### src/rtl/mdu_sequencer_pkg.sv
// Shared RV32M defines: funct3 encodings of the MDU ops, sequencer state encoding
// and the number of iterative steps per multiply/divide.
package mdu_sequencer_pkg;

    localparam int MDU_ITER = 32;

    localparam logic [2:0] F3_MUL    = 3'b000;
    localparam logic [2:0] F3_MULH   = 3'b001;
    localparam logic [2:0] F3_MULHSU = 3'b010;
    localparam logic [2:0] F3_MULHU  = 3'b011;
    localparam logic [2:0] F3_DIV    = 3'b100;
    localparam logic [2:0] F3_DIVU   = 3'b101;
    localparam logic [2:0] F3_REM    = 3'b110;
    localparam logic [2:0] F3_REMU   = 3'b111;

    typedef enum logic [1:0] {
        ST_IDLE  = 2'd0,
        ST_CALC  = 2'd1,
        ST_FIXUP = 2'd2,
        ST_DONE  = 2'd3
    } mdu_state_e;

endpackage

### src/rtl/mdu_datapath.sv
// Iterative MDU arithmetic on operand magnitudes: one shift-add or one restoring
// subtract-shift step per cycle into a 2*XLEN accumulator. Divide step only with SAIL_MDU_DIV_EN.
module mdu_datapath
    import mdu_sequencer_pkg::*;
#(
    parameter int XLEN = 32
) (
    input  logic              i_clk,
`ifdef SAIL_MDU_DIV_EN
    input  logic              i_is_div,
`endif
    input  logic              i_load,
    input  logic              i_step,
    input  logic [XLEN-1:0]   i_a,
    input  logic [XLEN-1:0]   i_b,
    output logic [2*XLEN-1:0] o_acc
);

    logic [2*XLEN-1:0] r_acc;
    logic [XLEN-1:0]   r_b;
    logic [XLEN:0]     w_add;
    logic [2*XLEN-1:0] w_mul_nxt;

    // Multiply: {hi, lo} with lo holding the unconsumed multiplier bits.
    assign w_add     = {1'b0, r_acc[2*XLEN-1:XLEN]} + {1'b0, r_b};
    assign w_mul_nxt = r_acc[0] ? {w_add, r_acc[XLEN-1:1]} : {1'b0, r_acc[2*XLEN-1:1]};

`ifdef SAIL_MDU_DIV_EN
    logic [XLEN:0]     w_rem_sh;
    logic              w_ge;
    logic [XLEN-1:0]   w_diff;
    logic [2*XLEN-1:0] w_div_nxt;

    // Divide: {remainder, quotient}; the true difference always fits XLEN bits when w_ge.
    assign w_rem_sh  = r_acc[2*XLEN-1:XLEN-1];
    assign w_ge      = w_rem_sh >= {1'b0, r_b};
    assign w_diff    = w_rem_sh[XLEN-1:0] - r_b;
    assign w_div_nxt = w_ge ? {w_diff, r_acc[XLEN-2:0], 1'b1} : {r_acc[2*XLEN-2:0], 1'b0};
`endif

    always_ff @(posedge i_clk) begin
        if (i_load) begin
            r_acc <= {{XLEN{1'b0}}, i_a};
            r_b   <= i_b;
        end else if (i_step) begin
`ifdef SAIL_MDU_DIV_EN
            r_acc <= i_is_div ? w_div_nxt : w_mul_nxt;
`else
            r_acc <= w_mul_nxt;
`endif
        end
    end

    assign o_acc = r_acc;

endmodule

### src/rtl/mdu_sequencer.sv
// RV32M multiply/divide sequencer: FSM, step counter, request/response handshake and sign fixup.
// Divide ops (funct3 1xx) are only implemented when SAIL_MDU_DIV_EN is defined.
module mdu_sequencer
    import mdu_sequencer_pkg::*;
#(
    parameter int XLEN = 32
) (
    input  logic            clk_i,
    input  logic            reset_i,
    input  logic            req_valid_i,
    output logic            req_ready_o,
    input  logic [2:0]      funct3_i,
    input  logic [XLEN-1:0] rs1_i,
    input  logic [XLEN-1:0] rs2_i,
    output logic            resp_valid_o,
    input  logic            resp_ready_i,
    output logic [XLEN-1:0] result_o,
    output logic            illegal_o,
    output logic            busy_o,
    output mdu_state_e      dbg_state_o
);

    localparam int            CW        = $clog2(MDU_ITER);
    localparam logic [CW-1:0] LAST_STEP = CW'(MDU_ITER - 1);

    mdu_state_e        r_state;
    mdu_state_e        w_state_nxt;
    logic [CW-1:0]     r_cnt;
    logic [2:0]        r_funct3;
    logic              r_neg;
    logic [XLEN-1:0]   r_result;
    logic              r_illegal;

    logic              w_accept;
    logic              w_step;
    logic              w_short;
    logic              w_short_illegal;
    logic [XLEN-1:0]   w_short_result;
    logic              w_a_neg;
    logic              w_b_neg;
    logic              w_neg;
    logic [XLEN-1:0]   w_a_mag;
    logic [XLEN-1:0]   w_b_mag;
    logic [2*XLEN-1:0] w_acc;
    logic [2*XLEN-1:0] w_prod;
    logic [XLEN-1:0]   w_fix_result;

    // Handshake: a request transfers on a cycle with req_valid_i & req_ready_o (IDLE only);
    // a response transfers on resp_valid_o & resp_ready_i and the FSM is back in IDLE a cycle later.
    assign w_accept = req_valid_i && (r_state == ST_IDLE) && !reset_i;
    assign w_step   = (r_state == ST_CALC);

`ifdef SAIL_MDU_DIV_EN
    assign w_short         = funct3_i[2] && (rs2_i == '0);
    assign w_short_illegal = 1'b0;
    assign w_short_result  = funct3_i[1] ? rs1_i : '1;
`else
    assign w_short         = funct3_i[2];
    assign w_short_illegal = 1'b1;
    assign w_short_result  = '0;
`endif

    assign w_a_neg = rs1_i[XLEN-1] && (funct3_i == F3_MULH || funct3_i == F3_MULHSU ||
                                       funct3_i == F3_DIV  || funct3_i == F3_REM);
    assign w_b_neg = rs2_i[XLEN-1] && (funct3_i == F3_MULH || funct3_i == F3_DIV ||
                                       funct3_i == F3_REM);
    assign w_a_mag = w_a_neg ? -rs1_i : rs1_i;
    assign w_b_mag = w_b_neg ? -rs2_i : rs2_i;
    // Remainder takes the dividend's sign; products and quotients the xor of both.
    assign w_neg   = (funct3_i[2] && funct3_i[1]) ? w_a_neg : (w_a_neg ^ w_b_neg);

    mdu_datapath #(.XLEN(XLEN)) u_datapath (
        .i_clk    (clk_i),
`ifdef SAIL_MDU_DIV_EN
        .i_is_div (r_funct3[2]),
`endif
        .i_load   (w_accept),
        .i_step   (w_step),
        .i_a      (w_a_mag),
        .i_b      (w_b_mag),
        .o_acc    (w_acc)
    );

    assign w_prod = r_neg ? -w_acc : w_acc;

`ifdef SAIL_MDU_DIV_EN
    logic [XLEN-1:0] w_word;
    assign w_word       = r_funct3[1] ? w_acc[2*XLEN-1:XLEN] : w_acc[XLEN-1:0];
    assign w_fix_result = r_funct3[2] ? (r_neg ? -w_word : w_word) :
                          (r_funct3 == F3_MUL) ? w_prod[XLEN-1:0] : w_prod[2*XLEN-1:XLEN];
`else
    assign w_fix_result = (r_funct3 == F3_MUL) ? w_prod[XLEN-1:0] : w_prod[2*XLEN-1:XLEN];
`endif

    always_ff @(posedge clk_i) begin
        if (reset_i) begin
            r_state   <= ST_IDLE;
            r_cnt     <= '0;
            r_funct3  <= '0;
            r_neg     <= 1'b0;
            r_result  <= '0;
            r_illegal <= 1'b0;
        end else begin
            r_state <= w_state_nxt;
            if (w_accept) begin
                r_cnt     <= '0;
                r_funct3  <= funct3_i;
                r_neg     <= w_neg;
                r_result  <= w_short_result;
                r_illegal <= w_short_illegal;
            end else if (w_step) begin
                r_cnt <= r_cnt + 1'b1;
            end
            if (r_state == ST_FIXUP) begin
                r_result  <= w_fix_result;
                r_illegal <= 1'b0;
            end
        end
    end

    always_comb begin
        w_state_nxt  = r_state;
        req_ready_o  = 1'b0;
        resp_valid_o = 1'b0;
        result_o     = '0;
        illegal_o    = 1'b0;
        busy_o       = 1'b0;
        case (r_state)
            ST_IDLE: begin
                req_ready_o = !reset_i;
                if (w_accept) w_state_nxt = w_short ? ST_DONE : ST_CALC;
            end
            ST_CALC: begin
                busy_o = !reset_i;
                if (r_cnt == LAST_STEP) w_state_nxt = ST_FIXUP;
            end
            ST_FIXUP: begin
                busy_o      = !reset_i;
                w_state_nxt = ST_DONE;
            end
            ST_DONE: begin
                busy_o       = !reset_i;
                resp_valid_o = !reset_i;
                result_o     = reset_i ? '0 : r_result;
                illegal_o    = !reset_i && r_illegal;
                if (resp_ready_i) w_state_nxt = ST_IDLE;
            end
            default: w_state_nxt = ST_IDLE;
        endcase
    end

    assign dbg_state_o = r_state;

endmodule

### config.mk
export PLATFORM = sky130hd
export DESIGN_NAME = mdu_sequencer
export DESIGN_NICKNAME = d
export VERILOG_FILES = /design/src/rtl/mdu_sequencer_pkg.sv /design/src/rtl/mdu_datapath.sv /design/src/rtl/mdu_sequencer.sv
export SDC_FILE = /design/constraint.sdc
export NUM_CORES = 1
export LEC_CHECK = 0
export BUFFER_PORTS_ARGS = -buffer_cell sky130_fd_sc_hd__buf_2
export CAP_MARGIN = 20
export CORE_UTILIZATION = 55
export DETAILED_ROUTE_END_ITERATION = 7
export GPL_ROUTABILITY_DRIVEN = 1
export PLACE_DENSITY = 0.73
export SYNTH_ARGS = -nofsm -noshare
export SYNTH_HDL_FRONTEND = slang
export SYNTH_SLANG_ARGS = --single-unit
### constraint.sdc
create_clock -name clk_i -period 3.6 [get_ports clk_i]
set_input_delay 0.54 -clock clk_i [delete_from_list [all_inputs] [get_ports clk_i]]
set_output_delay 0.54 -clock clk_i [all_outputs]
set_load 0.01 [all_outputs]
======== After elaboration in Yosys (flattened, before gate mapping) ========
Cells that the tools add are included.
word-level totals
  register bits ........................... 140
  input port bits ......................... 71
  output and inout port bits .............. 38
  logic and storage cells ................. 67
cells by class
  add/subtract/negate cells ............... 5
  equality and inequality tests ........... 11
  mux-type cells .......................... 21
  bitwise operators ....................... 1
  reduce and logical (&&, ||, !) cells .... 20
operator list
  kind                                                  count
  two-way mux 32 bit                                    9
  two-way mux 64 bit                                    2
  negation 32 bit                                       2
  negation 64 bit                                       1
  adder 32 x 32 -> 33 bit                               1
  two-way mux 2 bit                                     4
  one-hot mux 2 bit (4 select lines)                    1
  equality test 3 bit (second input constant)           2
  logical AND 1 bit                                     6
  adder 5 x 1 -> 5 bit (second input constant)          1
  equality test 5 bit (second input constant)           1
  logical OR 1 bit                                      5
  two-way mux 1 bit                                     5
  equality test 2 bit (second input constant)           2
  inequality test 2 bit (second input constant)         2
  nonzero test 2 bit                                    2
  OR reduction 2 bit                                    2
  equality test 3 x 1 -> 1 bit (second input constant)  1
  equality test 3 x 2 -> 1 bit (second input constant)  1
  zero test 3 bit                                       1
  AND reduction 3 bit                                   1
  OR reduction 3 bit                                    1
  equality test 2 x 1 -> 1 bit (second input constant)  1
  zero test 2 bit                                       1
  3 further kinds                                       3

======== Logic depth before layout (Yosys ltp) ========
  depth after elaboration ................. 7
  mapped depth ............................ 11
  mapped depth without buffers ............ 10

======== By module ========
Synthesis repeated with hierarchy kept, for this count alone.
second synthesis, totals
  cells, all modules ...................... 1233
  area total of the unflattened synthesis .. 10711.5 um^2
modules (own cells, without submodules)
  module         instances  cells an instance  area each (um^2)  sequential area each (um^2)
  mdu_datapath   1          550                5721.7            2562.5
  mdu_sequencer  1          683                4989.8            880.8

======== Least setup slack after synthesis ========
Ideal clock, no wire load.
  kind .................................... register to register
  start point ............................. reg r_state[0], in the netlist dbg_state_o[0]
  end point ............................... reg u_datapath.r_acc[1], in the netlist u_datapath.o_acc[1], data pin
  library setup time ...................... 0.325 ns
  arrival ................................. 2.741 ns
  data required time ...................... 3.275 ns
  setup slack ............................. 0.534 ns
  stages on the path, launching flop included .. 9
  buffers on the path ..................... 2
  period minus slack after synthesis ...... 3.066 ns
  cell sequence ........................... dfxtp_1 -> inv_1 -> ha_1 -> clkbuf_1 -> nor2b_1 -> nand2_1 -> inv_2 -> buf_1 -> a31oi_1
on the way
  word-level cells in the longest chain between the ends .. 4
ends and longest elaborated chain
  element                          line                  source
  start, declared                  mdu_sequencer.sv:26   mdu_state_e r_state;
  start signal, assigned           mdu_sequencer.sv:104  r_state <= w_state_nxt;
  zero test 2 bit                  mdu_sequencer.sv:50   assign w_accept = req_valid_i && (r_state == ST_IDLE) && !reset_i;
  logical AND 1 bit (2 in series)  mdu_sequencer.sv:50
  net u_datapath.i_load            mdu_datapath.sv:12    input logic i_load,
  two-way mux 32 bit               mdu_datapath.sv:42    if (i_load) begin
  end signal, assigned             mdu_datapath.sv:43    r_acc <= {{XLEN{1'b0}}, i_a};
  end signal, assigned             mdu_datapath.sv:49    r_acc <= w_mul_nxt;
  end, declared                    mdu_datapath.sv:19    logic [2*XLEN-1:0] r_acc;
The timed path passes the listed nets, and every way through them passes these cells.
A chain may end at the register's enable or synchronous reset.

======== Worst setup path in the final report ========
  start point ............................. reg u_datapath.r_b[0]
  end point ............................... reg u_datapath.r_acc[63], in the netlist u_datapath.o_acc[63]
on the way
  word-level cells in the longest chain between the ends .. 2
ends and longest elaborated chain
  element                  line                source
  start, declared          mdu_datapath.sv:20  logic [XLEN-1:0] r_b;
  start signal, assigned   mdu_datapath.sv:44  r_b <= i_b;
  adder 32 x 32 -> 33 bit  mdu_datapath.sv:25  assign w_add = {1'b0, r_acc[2*XLEN-1:XLEN]} + {1'b0, r_b};
  two-way mux 64 bit       mdu_datapath.sv:26  assign w_mul_nxt = r_acc[0] ? {w_add, r_acc[XLEN-1:1]} : {1'b0, r_acc[2*XLEN-1:1]};
No other way between the ends.

==> impl_results.md <==
- Outcome: completed
- Post-route DRC: 0
- DR WL/cell: 19.0 um
- Grt ovf: 0
- Drt pass-1 iters: 6
- Top post-synthesis cells by area: edfxtp_1 18%, dfxtp_1 14%, nand2_1 5.3%, xnor2_1 4.9%, ha_1 4.9%
- TritonCTS clock tree: built
- Setup crit start kind: flip-flop
- Worst-Skew Late Latency: 0.44 ns
- Max-slew headroom: 32.2%
- Fin crit period: 3.15 ns
- I/O pin cnt: 109
- Slowest stage delay, CP: 0.45 ns
- # rows: 50
- Clk pin slew, worst setup/hold paths: 0.07 ns
- Post-DP HPWL: 23400 um
- Initial antenna violation count: 0
- Critical path arrival: 3.43 ns
- Clock root buffer: clkbuf_16
- Largest net degree at the start of global routing: 61
- Leak: 4.62 nW
- WP data required: 3.88 ns
- Ys async rst share: 0%
- DR vias/cell: 6.35
- Maximum vdd ir drop: 432 uV
- Final worst-path cycle share: 87.6%
- H-Tree Depth: 4
- Synthesized area: 10500 um2
- Die height: 140 um
- Vias in the first global route: 9563
- Final hold vios: 0
- Worst Path Max Fanout: 4
- Finished Core Util: 63.7%
- Critical-path cell list: ha_1, fa_1, a211oi_1, o21ai_0, a221o_1, a21o_1, a21oi_1, or4_1, o221ai_1
- WHS Endpoint: u_datapath.r_b[0]
- TritonCTS Buffers: 17
- Most common cell after layout, fill and taps aside: nand2_1
- GR Util All Layers: 32.4%
- Core region area: 18700 um2
- Post-synth EDFFs: 64
- Die Span X: 140 um
- Layout area overhead: 13.3%
- Slew @ Worst Pin: 1.01 ns
- Total Routed Length: 31100 um
- Clock buffer depth: 2
- Top-area cell type share of the netlist area: 18.3%
- Avg Cell Area, Syn: 8.08 um2
- Setup tns final: 0 ns
- Via count: 10407
- Total number of yosys warnings: 0
- Post-synth top flop: dfxtp_1
- Worst r2r dst: u_datapath.o_acc[63]
- Port Buffers: 108
- MaxCap Viol Count: 0
- Most frequent cells in the layout: 148 x nand2_1, 108 x nor2_1, 108 x buf_2
- CTS Hold Bufs: 0
- Worst clock skew: 0.0110 ns
- Synthesis-stage register bit count: 140
- Worst r2r src: u_datapath.r_b[0]
- CP Capture Type: flip-flop
- Setup-failing EPs final: 0
- First-pass GRT wire length: 50000 um
- Seq/Total Area, Yosys: 32.8%
- Cell accounting for the most synthesized area: edfxtp_1
- CTS resizes: 0
- N_diodes: 0
- Reg2reg setup slack: 0.45 ns
- RD Place Congestion: 0.945
- Post-Syn Instances: 1300
- Slowest cell on crit path: a221o_1
- Initial Utilization: 56.2%
- Max Fclk: 317 MHz
- RSZ-0062 raised after global routing: no
- Die area: 19700 um2
- Layout cells sized above 1: 13.4%
- First DRT Iteration DRCs: 1061
- Hold Startpoint: rs2_i[0]
- Yosys cell types: 70
- Nets: 1506
- Reg2Reg Depth: 9
- Setup CP Type: flip-flop to flip-flop
- Syn_nets: 1413
- Post-CTS setup buffer count: 0
- Hold path depth: 1
- Clock Sinks: 140
- Max Slew Vio Count: 0
- HP Class: primary input to flip-flop
- ANT nets after route: 0
- PwrDens: 751 nW/um2
synthesized netlist by cell type, types with 7 or more instances:
| library cell | instances |
|---|---|
| xnor2_1 | 59 |
| ha_1 | 41 |
| o31ai_1 | 24 |
| o22ai_1 | 14 |
| o221ai_1 | 17 |
| or3_1 | 17 |
| a211oi_1 | 19 |
| edfxtp_1 | 64 |
| and2_1 | 38 |
| nand2b_1 | 9 |
| nor4_1 | 15 |
| nand4_1 | 17 |
| and3_1 | 11 |
| o211ai_1 | 7 |
| nor2b_1 | 10 |
| mux2i_1 | 24 |
| o21bai_1 | 7 |
| dfxtp_1 | 76 |
| clkbuf_1 | 60 |
| or4_1 | 20 |
| nor3_1 | 45 |
| nand2_1 | 149 |
| a31oi_1 | 20 |
| o41ai_1 | 16 |
| nor2_1 | 109 |
| o21ai_0 | 102 |
| nand3_1 | 29 |
| inv_1 | 28 |
| xor2_1 | 56 |
| a21oi_1 | 97 |
| a21o_1 | 18 |
metrics by stage:
stage | hold slack (ns) | cells | total power [mW] | setup slack [ns] | cell area (um2)
2_1_floorplan | 0.417 | 1300 | 5.78 | 0.534 | 10500
3_3_place_gp | 0.439 | 1608 | 7.11 | 0.477 | 11400
3_5_place_dp | 0.441 | 1608 | 7.17 | 0.411 | 11400
4_1_cts | 0.337 | 1640 | 8.84 | 0.497 | 11900
5_1_grt | 0.337 | 1640 | 9.52 | 0.191 | 11900
6_report | 0.337 | 1640 | 8.95 | 0.447 | 11900
metal layers:
metal	track usage [%]	vias up	share of wire, %	wire (um)
li1	-	5015	-	-
met1	45.6	4887	45	14000
met2	50.0	439	44	13700
met3	6.19	66	8.4	2620
met4	10.8	0	2.9	894
met5	0	-	0	0
flip-flops by register name, summed over array words and instances, names as in the netlist:
| name | count |
|---|---|
| r_funct3 | 3 |
| dbg_state_o | 2 |
| r_neg | 1 |
| u_datapath.o_acc | 64 |
| r_illegal | 1 |
| r_cnt | 5 |
| u_datapath.r_b | 32 |
| r_result | 32 |
kinds of logic (layout without fill, tap and decap cells):
family,count (synthesis),after routing,synth area share [%]
flip-flops,140,140,32.8
multiplexers,27,27,2.61
XOR/XNOR,115,115,9.59
AND/OR/NAND/NOR,490,490,22.9
buffers and inverters,100,206,3.60
adder cells (fa/ha/maj),42,42,5.07
AO/OA/AOI/OAI,386,386,23.5
cell type report:
class / instances / area, um2
Tap cell: 234 / 293
Clock buffer: 18 / 439
Inverter: 32 / 120
Clock inverter: 14 / 110
Sequential cell: 140 / 3440
Multi-Input combinational cell: 1060 / 6710
Timing Repair Buffer: 142 / 796
Fill cell: 1668 / 6800
worst max-delay path by stage:
stage,start,endpoint,cells after the start
after floorplan,dbg_state_o[0],u_datapath.o_acc[1],8
after global placement,rs1_i[12],u_datapath.o_acc[29],8
after detailed placement,rs1_i[12],u_datapath.o_acc[29],8
after CTS,u_datapath.r_b[0],u_datapath.o_acc[63],9
after global routing,u_datapath.r_b[0],u_datapath.o_acc[63],9
final,u_datapath.r_b[0],u_datapath.o_acc[63],9
where the power goes:
group | internal, mW | switching (mW) | leakage (nW) | total (mW)
logic | 1.65 | 2.78 | 3.13 | 4.44
registers | 2.26 | 0.600 | 1.23 | 2.86
clock network | 0.908 | 0.747 | 0.260 | 1.65
worst max-delay path, delay by kind of cell, from the launching register on:
| kind | cells | cell delay, ns |
|---|---|---|
| AO/OA/AOI/OAI | 6 | 1.77 |
| adder cells (fa/ha/maj) | 2 | 0.66 |
| flip-flops | 1 | 0.37 |
| AND/OR/NAND/NOR | 1 | 0.20 |
No activity file was read; power rests on OpenSTA's default activity.
